===== config.mk =====
export PLATFORM = sky130hd
export DESIGN_NAME = mul_batch_scheduler_flat
export DESIGN_NICKNAME = d
export VERILOG_FILES = /design/src/rtl/mul_sched_pkg.sv /design/src/rtl/mul_batch_scheduler_if.sv /design/src/rtl/mul_sched_timer.sv /design/src/rtl/mul_batch_scheduler.sv /design/src/flat_wrapper.sv
export SDC_FILE = /design/constraint.sdc
export NUM_CORES = 1
export LEC_CHECK = 0
export CAP_MARGIN = 10
export CELL_PAD_IN_SITES_DETAIL_PLACEMENT = 0
export CELL_PAD_IN_SITES_GLOBAL_PLACEMENT = 1
export CORE_MARGIN = 10
export CORE_UTILIZATION = 31
export DETAILED_ROUTE_END_ITERATION = 16
export PLACE_DENSITY_LB_ADDON = 0.1
export REMOVE_ABC_BUFFERS = 1
export SLEW_MARGIN = 20
export SYNTH_ARGS = -nofsm -noshare
export SYNTH_HDL_FRONTEND = slang
export SYNTH_SLANG_ARGS = --single-unit

===== constraint.sdc =====
create_clock -name CLK -period 2.1 [get_ports CLK]
set_input_delay 0.21 -clock CLK [delete_from_list [all_inputs] [get_ports CLK]]
set_output_delay 0.21 -clock CLK [all_outputs]
set_load 0.05 [all_outputs]

===== src/rtl/mul_sched_pkg.sv =====
// Shared types and constants for the batch multiplier scheduler: state
// encoding, register map and STATUS word layout.
package mul_sched_pkg;

  typedef enum logic [3:0] {
    S_IDLE         = 4'd0,
    S_CHECK        = 4'd1,
    S_SET_BUSY     = 4'd2,
    S_RD_OP        = 4'd3,
    S_LATCH        = 4'd4,
    S_START        = 4'd5,
    S_WAIT_DONE    = 4'd6,
    S_WR_RES       = 4'd7,
    S_WR_STATUS    = 4'd8,
    S_ERR_STATUS   = 4'd9,
    S_WAIT_RELEASE = 4'd10,
    S_CLEAR        = 4'd11
  } state_e;

  localparam int CTRL_ADDR = 0;
  localparam int STAT_ADDR = 1;

  localparam int ST_DONE_BIT = 0;
  localparam int ST_BUSY_BIT = 1;
  localparam int ST_ERR_BIT  = 2;
  localparam int ST_CODE_LSB = 3;
  localparam int ST_CNT_LSB  = 8;

  localparam logic [1:0] ERR_NONE    = 2'b00;
  localparam logic [1:0] ERR_COUNT   = 2'b01;
  localparam logic [1:0] ERR_TIMEOUT = 2'b10;

  function automatic logic [31:0] status_word(input logic done, input logic bsy,
                                              input logic err, input logic [1:0] code,
                                              input logic [4:0] cnt);
    status_word = {19'h0, cnt, 3'b000, code, err, bsy, done};
  endfunction

endpackage


===== src/rtl/mul_batch_scheduler_if.sv =====
// RAM FPGA-side port plus multiplier core handshake, bundled as one bus.
interface mul_batch_scheduler_if #(
  parameter int ADDR_W = 6
);
  logic [ADDR_W-1:0] ADDR;
  logic              WRITE_F;
  logic [31:0]       WRITE_DATA;
  logic [31:0]       READ_DATA;
  logic [3:0]        BYTE_ENABLE;
  logic [3:0]        mul_a;
  logic [3:0]        mul_b;
  logic              mul_start;
  logic              mul_done;
  logic [7:0]        mul_y;

  // Handshake: mul_start is a one-cycle request that qualifies mul_a/mul_b; mul_done
  // is a one-cycle response that qualifies mul_y and is only honoured while waiting.
  modport master (
    output ADDR, WRITE_F, WRITE_DATA, BYTE_ENABLE, mul_a, mul_b, mul_start,
    input  READ_DATA, mul_done, mul_y
  );

  modport slave (
    input  ADDR, WRITE_F, WRITE_DATA, BYTE_ENABLE, mul_a, mul_b, mul_start,
    output READ_DATA, mul_done, mul_y
  );
endinterface


===== src/rtl/mul_sched_timer.sv =====
// Clearable, enabled cycle counter with a terminal-count flag at TIMEOUT-1.
module mul_sched_timer #(
  parameter int TIMEOUT = 1024
) (
  input  logic CLK,
  input  logic rst,
  input  logic clr,
  input  logic en,
  output logic tc
);
  localparam int W = (TIMEOUT > 1) ? $clog2(TIMEOUT) : 1;

  logic [W-1:0] cnt_q, cnt_d;

  assign tc = (cnt_q == W'(TIMEOUT - 1));

  // Hold at terminal count instead of wrapping.
  always_comb begin
    cnt_d = cnt_q;
    if (clr)            cnt_d = '0;
    else if (en && !tc) cnt_d = cnt_q + W'(1);
  end

  always_ff @(posedge CLK or negedge rst) begin
    if (!rst) cnt_q <= '0;
    else      cnt_q <= cnt_d;
  end
endmodule


===== src/rtl/mul_batch_scheduler.sv =====
// Walks a batch of operand pairs in shared RAM through the 4x4 multiplier,
// writing results and a final STATUS word, then waits for start to drop.
module mul_batch_scheduler
  import mul_sched_pkg::*;
#(
  parameter int                ADDR_W    = 6,
  parameter int                MAX_N     = 16,
  parameter logic [ADDR_W-1:0] OPND_BASE = 6'h10,
  parameter logic [ADDR_W-1:0] RES_BASE  = 6'h20,
  parameter int                TIMEOUT   = 1024
) (
  input  logic                   CLK,
  input  logic                   rst,
  mul_batch_scheduler_if.master  bus,
  output logic                   busy,
  output logic [3:0]             state_o
);
  localparam logic [ADDR_W-1:0] A_CTRL = ADDR_W'(CTRL_ADDR);
  localparam logic [ADDR_W-1:0] A_STAT = ADDR_W'(STAT_ADDR);

  state_e            state_q, state_d;
  logic [ADDR_W-1:0] addr_q, addr_d;
  logic              wr_q, wr_d;
  logic [31:0]       wdata_q, wdata_d;
  logic [3:0]        a_q, a_d, b_q, b_d;
  logic              start_q, start_d;
  logic              busy_q, busy_d;
  logic [4:0]        idx_q, idx_d;
  logic [4:0]        n_q, n_d;
  logic              rd_valid_q;
  logic [1:0]        err_code;
  logic [4:0]        err_cnt;
  logic              tmr_tc;

  mul_sched_timer #(.TIMEOUT(TIMEOUT)) u_timer (
    .CLK (CLK),
    .rst (rst),
    .clr (state_q == S_START),
    .en  (state_q == S_WAIT_DONE),
    .tc  (tmr_tc)
  );

  assign bus.ADDR        = addr_q;
  assign bus.WRITE_F     = wr_q;
  assign bus.WRITE_DATA  = wdata_q;
  assign bus.BYTE_ENABLE = 4'b1111;
  assign bus.mul_a       = a_q;
  assign bus.mul_b       = b_q;
  assign bus.mul_start   = start_q;
  assign busy            = busy_q;
  assign state_o         = state_q;

  // Next state, index and operand latching.
  always_comb begin
    state_d  = state_q;
    idx_d    = idx_q;
    n_d      = n_q;
    a_d      = a_q;
    b_d      = b_q;
    err_code = ERR_NONE;
    err_cnt  = '0;
    case (state_q)
      S_IDLE: if (rd_valid_q && bus.READ_DATA[0]) begin
        n_d     = bus.READ_DATA[12:8];
        state_d = S_CHECK;
      end
      S_CHECK: begin
        if (n_q == 5'd0 || 32'(n_q) > MAX_N) begin
          err_code = ERR_COUNT;
          state_d  = S_ERR_STATUS;
        end else begin
          state_d = S_SET_BUSY;
        end
      end
      S_SET_BUSY: begin
        idx_d   = '0;
        state_d = S_RD_OP;
      end
      S_RD_OP: state_d = S_LATCH;
      S_LATCH: begin
        a_d     = bus.READ_DATA[3:0];
        b_d     = bus.READ_DATA[7:4];
        state_d = S_START;
      end
      S_START: state_d = S_WAIT_DONE;
      S_WAIT_DONE: begin
        if (bus.mul_done) begin
          state_d = S_WR_RES;
        end else if (tmr_tc) begin
          err_code = ERR_TIMEOUT;
          err_cnt  = idx_q;
          state_d  = S_ERR_STATUS;
        end
      end
      S_WR_RES: begin
        if (idx_q == n_q - 5'd1) begin
          state_d = S_WR_STATUS;
        end else begin
          idx_d   = idx_q + 5'd1;
          state_d = S_RD_OP;
        end
      end
      S_WR_STATUS, S_ERR_STATUS: state_d = S_WAIT_RELEASE;
      S_WAIT_RELEASE: if (rd_valid_q && !bus.READ_DATA[0]) state_d = S_CLEAR;
      S_CLEAR: state_d = S_IDLE;
      default: state_d = S_IDLE;
    endcase
  end

  // Bus outputs are decoded from the next state so they register in step with it.
  always_comb begin
    addr_d  = A_CTRL;
    wr_d    = 1'b0;
    wdata_d = '0;
    start_d = 1'b0;
    busy_d  = (state_d inside {S_CHECK, S_SET_BUSY, S_RD_OP, S_LATCH, S_START,
                               S_WAIT_DONE, S_WR_RES, S_WR_STATUS, S_ERR_STATUS});
    case (state_d)
      S_SET_BUSY: begin
        addr_d  = A_STAT;
        wr_d    = 1'b1;
        wdata_d = status_word(1'b0, 1'b1, 1'b0, ERR_NONE, 5'd0);
      end
      S_RD_OP, S_LATCH: addr_d = OPND_BASE + ADDR_W'(idx_d);
      S_START: start_d = 1'b1;
      S_WR_RES: begin
        addr_d  = RES_BASE + ADDR_W'(idx_q);
        wr_d    = 1'b1;
        wdata_d = {24'h0, bus.mul_y};
      end
      S_WR_STATUS: begin
        addr_d  = A_STAT;
        wr_d    = 1'b1;
        wdata_d = status_word(1'b1, 1'b0, 1'b0, ERR_NONE, n_q);
      end
      S_ERR_STATUS: begin
        addr_d  = A_STAT;
        wr_d    = 1'b1;
        wdata_d = status_word(1'b0, 1'b0, 1'b1, err_code, err_cnt);
      end
      S_CLEAR: begin
        addr_d = A_STAT;
        wr_d   = 1'b1;
      end
      default: ;
    endcase
  end

  always_ff @(posedge CLK or negedge rst) begin
    if (!rst) begin
      state_q    <= S_IDLE;
      addr_q     <= A_CTRL;
      wr_q       <= 1'b0;
      wdata_q    <= '0;
      a_q        <= '0;
      b_q        <= '0;
      start_q    <= 1'b0;
      busy_q     <= 1'b0;
      idx_q      <= '0;
      n_q        <= '0;
      rd_valid_q <= 1'b0;
    end else begin
      state_q    <= state_d;
      addr_q     <= addr_d;
      wr_q       <= wr_d;
      wdata_q    <= wdata_d;
      a_q        <= a_d;
      b_q        <= b_d;
      start_q    <= start_d;
      busy_q     <= busy_d;
      idx_q      <= idx_d;
      n_q        <= n_d;
      // READ_DATA reflects CONTROL only after ADDR held CONTROL on a read cycle.
      rd_valid_q <= (addr_q == A_CTRL) && !wr_q;
    end
  end
endmodule

===== src/flat_wrapper.sv =====
// flat-port wrapper written by rule: the top's interface ports become plain ports
module mul_batch_scheduler_flat import mul_sched_pkg::*;
#(
  parameter int                ADDR_W    = 6,
  parameter int                MAX_N     = 16,
  parameter logic [ADDR_W-1:0] OPND_BASE = 6'h10,
  parameter logic [ADDR_W-1:0] RES_BASE  = 6'h20,
  parameter int                TIMEOUT   = 1024
)
  (CLK, rst, busy, state_o, bus_ADDR, bus_WRITE_F, bus_WRITE_DATA, bus_BYTE_ENABLE, bus_mul_a, bus_mul_b, bus_mul_start, bus_READ_DATA, bus_mul_done, bus_mul_y);
  mul_batch_scheduler_if #(.ADDR_W(ADDR_W)) bus_i ();
  input  logic CLK;
  input  logic rst;
  output logic busy;
  output logic [3:0] state_o;
  output wire logic [$bits(bus_i.ADDR)-1:0] bus_ADDR;
  output wire logic [$bits(bus_i.WRITE_F)-1:0] bus_WRITE_F;
  output wire logic [$bits(bus_i.WRITE_DATA)-1:0] bus_WRITE_DATA;
  output wire logic [$bits(bus_i.BYTE_ENABLE)-1:0] bus_BYTE_ENABLE;
  output wire logic [$bits(bus_i.mul_a)-1:0] bus_mul_a;
  output wire logic [$bits(bus_i.mul_b)-1:0] bus_mul_b;
  output wire logic [$bits(bus_i.mul_start)-1:0] bus_mul_start;
  input wire logic [$bits(bus_i.READ_DATA)-1:0] bus_READ_DATA;
  input wire logic [$bits(bus_i.mul_done)-1:0] bus_mul_done;
  input wire logic [$bits(bus_i.mul_y)-1:0] bus_mul_y;
  assign bus_ADDR = bus_i.ADDR;
  assign bus_WRITE_F = bus_i.WRITE_F;
  assign bus_WRITE_DATA = bus_i.WRITE_DATA;
  assign bus_BYTE_ENABLE = bus_i.BYTE_ENABLE;
  assign bus_mul_a = bus_i.mul_a;
  assign bus_mul_b = bus_i.mul_b;
  assign bus_mul_start = bus_i.mul_start;
  assign bus_i.READ_DATA = bus_READ_DATA;
  assign bus_i.mul_done = bus_mul_done;
  assign bus_i.mul_y = bus_mul_y;
  mul_batch_scheduler #(.ADDR_W(ADDR_W), .MAX_N(MAX_N), .OPND_BASE(OPND_BASE), .RES_BASE(RES_BASE), .TIMEOUT(TIMEOUT)) u_core (.CLK(CLK), .rst(rst), .bus(bus_i), .busy(busy), .state_o(state_o));
endmodule

==> results of run 1 <==
worst register-to-register path: cells and delay by family (launching register included):
kind,cells,cell delay [ns]
compound gates,3,0.79
flops,1,0.36
fa+ha+maj,1,0.32
buf+inv,2,0.25
xor+xnor,1,0.15
simple gates,1,0.05
synth_stat cells, drive strengths merged (6+ instances only):
cell type	count
buf	32
nand3	10
a22o	8
dfrtp	55
and3	6
xnor2	10
a211oi	7
nor2	20
mux2	13
nand2	17
stage by stage:
stage | total power, W | setup WS (ns) | TNS, ns | hold WS, ns | util [%]
CTS | 0.005761 | 0.006700 | 0 | 0.05689 | 41.12
finish | 0.005738 | 0.07455 | 0 | 0.02649 | 41.31
global placement | 0.004980 | 0.03912 | 0 | 0.4026 | 39.84
detailed placement | 0.004990 | 0.02448 | 0 | 0.4038 | 39.84
floorplan | 0.003747 | 0.03073 | 0 | -0.08559 | -
global route | 0.006107 | -0.02089 | -0.09261 | 0.08656 | 41.31
worst paths after layout:
path | from | endpoint | slack [ns] | depth (start not counted)
max in group asynchronous | rst | u_core.idx_q[0] | 1.60 | 2
max | u_core.n_q[1] | u_core.bus.ADDR[1] | 0.07 | 8
max reg2reg | u_core.n_q[1] | u_core.bus.ADDR[1] | 0.07 | 8
min reg2reg | u_core.bus.ADDR[0] | u_core.rd_valid_q | 0.47 | 1
min | rst | u_core.bus.mul_a[2] | 0.03 | 2
min in group CLK | u_core.bus.ADDR[0] | u_core.rd_valid_q | 0.47 | 1
cells by family (layout without fill, tap and decap cells):
family	Yosys count	count (layout)	share of synthesized area, %
XOR/XNOR	14	14	4.248
multiplexers	18	18	6.805
other	2	23	0.2602
AND/OR/NAND/NOR	87	87	16.30
flip-flops	55	55	47.68
adder cells (fa/ha/maj)	4	4	1.734
buffers and inverters	38	100	9.016
AO/OA/AOI/OAI	47	47	13.96
power by group through the flow:
| stage | clock (W) | sequential [W] | combinational (W) |
|---|---|---|---|
| global placement | 0 | 0.00159 | 0.00339 |
| floorplan | 0 | 0.00238 | 0.00137 |
| CTS | 0.000780 | 0.00157 | 0.00341 |
| detailed placement | 0 | 0.00160 | 0.00339 |
| finish | 0.000749 | 0.00157 | 0.00342 |
| global route | 0.000813 | 0.00162 | 0.00367 |
final cells by class:
type / instances / area (µm²) / area share, %
clock inverter: 2 / 35.03 / 0.9265
clock buffer: 6 / 82.58 / 2.184
tap: 111 / 138.9 / 3.673
inverter: 5 / 18.77 / 0.4964
timing repair buffer: 87 / 783.3 / 20.71
sequential: 55 / 1376 / 36.40
multi-input combinational: 193 / 1346 / 35.61
per-layer routing:
layer / vias to the layer above / GRT usage (%) / routed length, µm
li1: 1062 / - / -
met5: - / 0 / 0
met4: 0 / 2.585 / 83
met2: 56 / 16.97 / 3259
met1: 1033 / 14.41 / 3530
met3: 7 / 3.184 / 477
sequential cells by signal, summed over array words and instances (netlist names):
name / flops
u_core.bus.WRITE_DATA: 13
u_core.u_timer.cnt_q: 10
u_core.bus.mul_b: 4
u_core.bus.mul_start: 1
u_core.rd_valid_q: 1
u_core.busy: 1
u_core.bus.mul_a: 4
u_core.n_q: 5
u_core.idx_q: 5
u_core.bus.ADDR: 6
u_core.state_o: 4
u_core.bus.WRITE_F: 1
==> flow_summary_export.csv, run 1 <==
group,metric,value,unit
worst_setup_path,cp_num_buf_inv,2,
worst_setup_path,startpoint_type,"flop",
clock_network,htreeDepth,2,
drt,drt-vias-per-instance,4.702,
finish,final_cell_area,0.003781,mm²
clock_network,clock_path_buffers,2,
logic_synthesis,synth.yosys.seq_area_share,47.68,%
drt,ant_nets,0,
power_and_ir_drop,p_int,0.003135,W
finish,drive_above_1_share,19.83,%
power_and_ir_drop,power_density,1518,mW/mm²
logic_synthesis,synth_top_area_cell,"dfrtp_1",
finish,mostFrequentLayoutCell,"dfrtp_1",
timing,max_freq,493.7,MHz
clock_network,clkLatencyLatePin,0.31,ns
placed_design,hpwlAfterDp,5600,µm
worst_setup_path,crit_required,2.30,ns
logic_synthesis,ys_top_cells_by_area,"dfrtp_1, buf_4, mux2_2, xnor2_1, nor2_1",
logic_synthesis,yosysUniqueCellTypes,53,
floorplanning,die_h,116.5,µm
finish,fillers,885,
timing,drv_slew,0,
worst_setup_path,cp_slowest_cell,"a211oi_1",
floorplanning,fp.dieW,116.5,µm
drt,drc,0,
placed_design,portBuffers,57,
grt,grt_max_degree,56,
logic_synthesis,syn_area_per_cell,10.89,µm²
logic_synthesis,synth_warnings,0,
worst_setup_path,critPathMaxFanout,3,
run,drv_cap,0,
clock_network,root_buffer,"clkbuf_8",
drt,vias,2158,
clock_network,cts_buffers,5,
finish,layoutNonFillerInstCount,459,
finish,antenna_cells,0,
grt,antenna_found_initial,0,
power_and_ir_drop,p_sw_share,45.37,%
timing,finalHoldViolations,0,
logic_synthesis,syn_inst,265,
worst_setup_path,worst_setup_path_end_kind,"flop",
timing,setup_viol,0,
finish,syn2layout_area_growth,30.99,%
finish,final_cell_mix,"dfrtp_1, clkdlybuf4s50_1, buf_4",
clock_network,cts_resized,0,
clock_network,cts_tree,"yes",
hold_path,min_path_type,"input pin to async pin",
floorplanning,initial_core_util,31.54,%
logic_synthesis,yosys.area.top_type_share,47.68,%
grt,grt_pass1_vias,2241,
power_and_ir_drop,peakVddDrop,0.0004216,V
timing,fin_crit,2.025,ns
worst_setup_path,path_cells,"inv_1, ha_2, xor2_1, o211ai_1, a211oi_1, buf_4, nor2_1, a22o_1",
clock_network,cts.sinks,55,
power_and_ir_drop,switchingPower,0.002603,W
logic_synthesis,synth_edf_count,0,
power_and_ir_drop,total_leakage_power,1.732,nW
grt,grt_first_pass_wirelength,11870,µm
floorplanning,core-area,0.009153,mm²
power_and_ir_drop,power_frac_comb,59.6,%
timing,period_share,96.45,%
clock_network,clk_pin_slew_worst_paths,0.10,ns
timing,slew_headroom,52.35,%
timing,worstMarginPinSlew,0.7148,ns
timing,rsz0062_at_grt,"yes",
grt,overflow,0,
finish,fin_nets,394,
placed_design,dp_cells,451,
drt,wl_per_cell,16.01,µm
clock_network,ctsHoldBuffers,0,
floorplanning,dieArea,0.01357,mm²
logic_synthesis,ys_ff_latch,55,
worst_setup_path,cp_top_family,"compound AO/OA/AOI/OAI gates",
logic_synthesis,syn_area,0.002887,mm²
outcome,outcome,"finished clean",
floorplanning,std_cell_rows,35,
drt,drtIter0Drc,93,
floorplanning,io-pin-count,100,
worst_setup_path,crit_type,"flop to flop",
timing,fin_skew,0.005399,ns
worst_setup_path,critPathArrivalTime,2.23,ns
power_and_ir_drop,pwr-share-seq,27.4,%
logic_synthesis,synthArstFlopShare,100.0,%
drt,drt-total-wl,7350,µm
drt,drt_pass1_iterations,4,
placed_design,placed_area,0.003646,mm²
logic_synthesis,synth_ff_type,"dfrtp_1",
clock_network,cts_setup_buffers,0,
worst_setup_path,cpPeakStageDelay,0.40,ns
placed_design,gp_congestion,0.7694,
power_and_ir_drop,clockPowerShare,13.0,%
grt,track_usage,10.86,%
Power figures use the tool's default switching activity.
==> inputs of run 2 (changes only) <==
Settings changed: SKIP_LAST_GASP from default to 1.
==> results of run 2 <==
Final layout, timing and power as in run 1 (identical DEF).
==> inputs of run 3 (changes only) <==
--- a/config.mk
+++ b/config.mk
@@ -11,3 +11,3 @@
 export CORE_MARGIN = 10
-export CORE_UTILIZATION = 31
+export CORE_UTILIZATION = 34
 export DETAILED_ROUTE_END_ITERATION = 16
==> constraint.sdc (replaced) <==
create_clock -name CLK -period 2 [get_ports CLK]
set_input_delay 0.2 -clock CLK [delete_from_list [all_inputs] [get_ports CLK]]
set_output_delay 0.2 -clock CLK [all_outputs]
set_load 0.005 [all_outputs]
==> run 3 against run 2 <==
  * Final cell count fell by 0.44%
  * Via count rose by 0.56%
  * Maximum frequency rose by 5.4%
  * Wire length fell by 2.4%
  * Utilization rose by 6.0 points
  * Flip-flop and latch count did not move
  * Worst setup slack improved by 0.0032 ns
  * Combinational power fell by 15%
  * Sequential power rose by 6%
  * Count of clock-buffer cells in the layout did not move
  * Worst hold slack improved by 0.31 ns
==> flow_summary_export.csv, run 3 (synthesized netlist as in run 1, its figures left out) <==
group,metric,value,unit
power_and_ir_drop,p_sw_share,36.45,%
worst_setup_path,path_cells,"inv_2, ha_4, nor2b_1, o31a_1, a211o_1, a211oi_2, o211ai_1",
worst_setup_path,critPathMaxFanout,4,
floorplanning,initial_core_util,34.95,%
power_and_ir_drop,switchingPower,0.001952,W
power_and_ir_drop,clockPowerShare,14.5,%
finish,antenna_cells,0,
placed_design,portBuffers,57,
clock_network,htreeDepth,2,
power_and_ir_drop,peakVddDrop,0.0004327,V
timing,finalWorstSetupSlack,0.07772,ns
grt,antenna_found_initial,0,
clock_network,cts.sinks,55,
power_and_ir_drop,power_frac_comb,54.4,%
floorplanning,die_h,112.1,µm
timing,fin_skew,0.01294,ns
floorplanning,fp.dieW,112.1,µm
finish,multi_input_area,0.001419,mm²
clock_network,cts_tree,"yes",
timing,drv_slew,0,
timing,max_freq,520.2,MHz
floorplanning,dieArea,0.01258,mm²
clock_network,root_buffer,"clkbuf_8",
drt,vias,2170,
worst_setup_path,crit_type,"flop to flop",
floorplanning,core-area,0.008258,mm²
timing,fin_tns_setup,0,ns
power_and_ir_drop,total_leakage_power,1.775,nW
power_and_ir_drop,power_density,1371,mW/mm²
timing,rsz0062_at_grt,"yes",
finish,final_cell_mix,"clkdlybuf4s50_1, dfrtp_1, buf_4",
clock_network,cts_buffers,5,
timing,setup_viol,0,
placed_design,hpwlAfterDp,5688,µm
grt,grt_first_pass_wirelength,12170,µm
worst_setup_path,critPathArrivalTime,2.10,ns
placed_design,dp_worst_setup_slack,-0.04692,ns
drt,drtIter0Drc,37,
run,drv_cap,0,
finish,drive_above_1_share,23.01,%
finish,fin_nets,398,
placed_design,dp_cells,448,
worst_setup_path,crit_required,2.17,ns
drt,drt-vias-per-instance,4.748,
clock_network,clock_path_buffers,2,
grt,track_usage,11.49,%
drt,ant_nets,0,
grt,grt_max_degree,28,
finish,fillers,776,
finish,mostFrequentLayoutCell,"clkdlybuf4s50_1",
finish,syn2layout_area_growth,35.33,%
floorplanning,io-pin-count,100,
power_and_ir_drop,p_total,0.005356,W
drt,drc,0,
placed_design,gp_congestion,0.7751,
finish,layoutNonFillerInstCount,457,
outcome,outcome,"finished clean",
clock_network,clk_pin_slew_worst_paths,0.10,ns
timing,fin_crit,1.922,ns
finish,largest_reg_flops,13,
power_and_ir_drop,p_int,0.003404,W
hold_path,min_path_type,"input pin to async pin",
power_and_ir_drop,pwr-share-seq,31.1,%
grt,grt_pass1_vias,2329,
finish,seqCellArea,0.001376,mm²
grt,overflow,0,
clock_network,clkLatencyLatePin,0.31,ns
drt,wl_per_cell,15.70,µm
timing,finalHoldViolations,0,
timing,period_share,96.11,%
worst_setup_path,startpoint_type,"flop",
worst_setup_path,worst_setup_path_end_kind,"flop",
drt,drt_pass1_iterations,4,
worst_setup_path,cp_slowest_cell,"dfrtp_1",
worst_setup_path,cpPeakStageDelay,0.40,ns
timing,hold_ws,0.3404,ns
drt,drt-total-wl,7176,µm
floorplanning,std_cell_rows,33,
run 3: cell types whose count changed in the layout (fill, tap and decap cells not counted), sizes merged:
cell           previous run  this run
clkdlybuf4s50            53        56
dlygate4sd3               0         1
run 3: metrics by stage:
stage                     util (%)  area, µm²
after CTS                    46.53       3842
final                        47.30       3906
after global routing         47.30       3906
after global placement       44.58       3681
after detailed placement     44.58       3681
after floorplan                  -       2724
run 3: repair_timing:
item,CTS,global route
hold endpoints to repair,15,0
pin swaps,3,13
setup buffers,1,0
setup endpoints to repair,15,21
hold buffers,1,0
gates resized for setup,6,14
run 3: power by group through the flow:
| stage | sequential (W) | combinational (W) | clock (W) |
|---|---|---|---|
| global placement | 0.00167 | 0.00278 | 0 |
| CTS | 0.00165 | 0.00288 | 0.000805 |
| finish | 0.00167 | 0.00291 | 0.000775 |
| global route | 0.00172 | 0.00323 | 0.000845 |
| floorplan | 0.00177 | 0.00135 | 0 |
| detailed placement | 0.00168 | 0.00278 | 0 |
run 3: worst paths after layout:
check | start | end | slack, ns | cells after the start
min reg2reg | u_core.bus.ADDR[3] | u_core.rd_valid_q | 0.45 | 1
min | rst | u_core.bus.mul_a[1] | 0.34 | 2
max | u_core.n_q[0] | u_core.bus.WRITE_F | 0.08 | 7
max reg2reg | u_core.n_q[0] | u_core.bus.WRITE_F | 0.08 | 7
max in group asynchronous | rst | u_core.state_o[0] | 1.12 | 3
min in group CLK | u_core.bus.ADDR[3] | u_core.rd_valid_q | 0.45 | 1
run 3: final cells by class:
cell class	instances	area share, %
clock buffer	6	2.114
clock inverter	2	0.8969
inverter	5	0.4805
multi-input combinational	193	36.32
sequential	55	35.23
tap	105	3.363
timing repair buffer	91	21.59
run 3: worst max-delay path: cells and delay by family (launching register included):
family                   cells  cell delay, ns
buffers and inverters        1            0.08
adder cells (fa/ha/maj)      1            0.14
flip-flops                   1            0.40
AND/OR/NAND/NOR              1            0.06
AO/OA/AOI/OAI                4            1.11
run 3: layer usage:
| layer | track usage (%) | vias up | share of wire (%) |
|---|---|---|---|
| met3 | 3.568 | 4 | 5.8 |
| met2 | 17.96 | 55 | 45 |
| met4 | 2.030 | 0 | 0.59 |
| met1 | 15.40 | 1041 | 49 |
| met5 | 0 | - | 0 |
| li1 | - | 1070 | - |
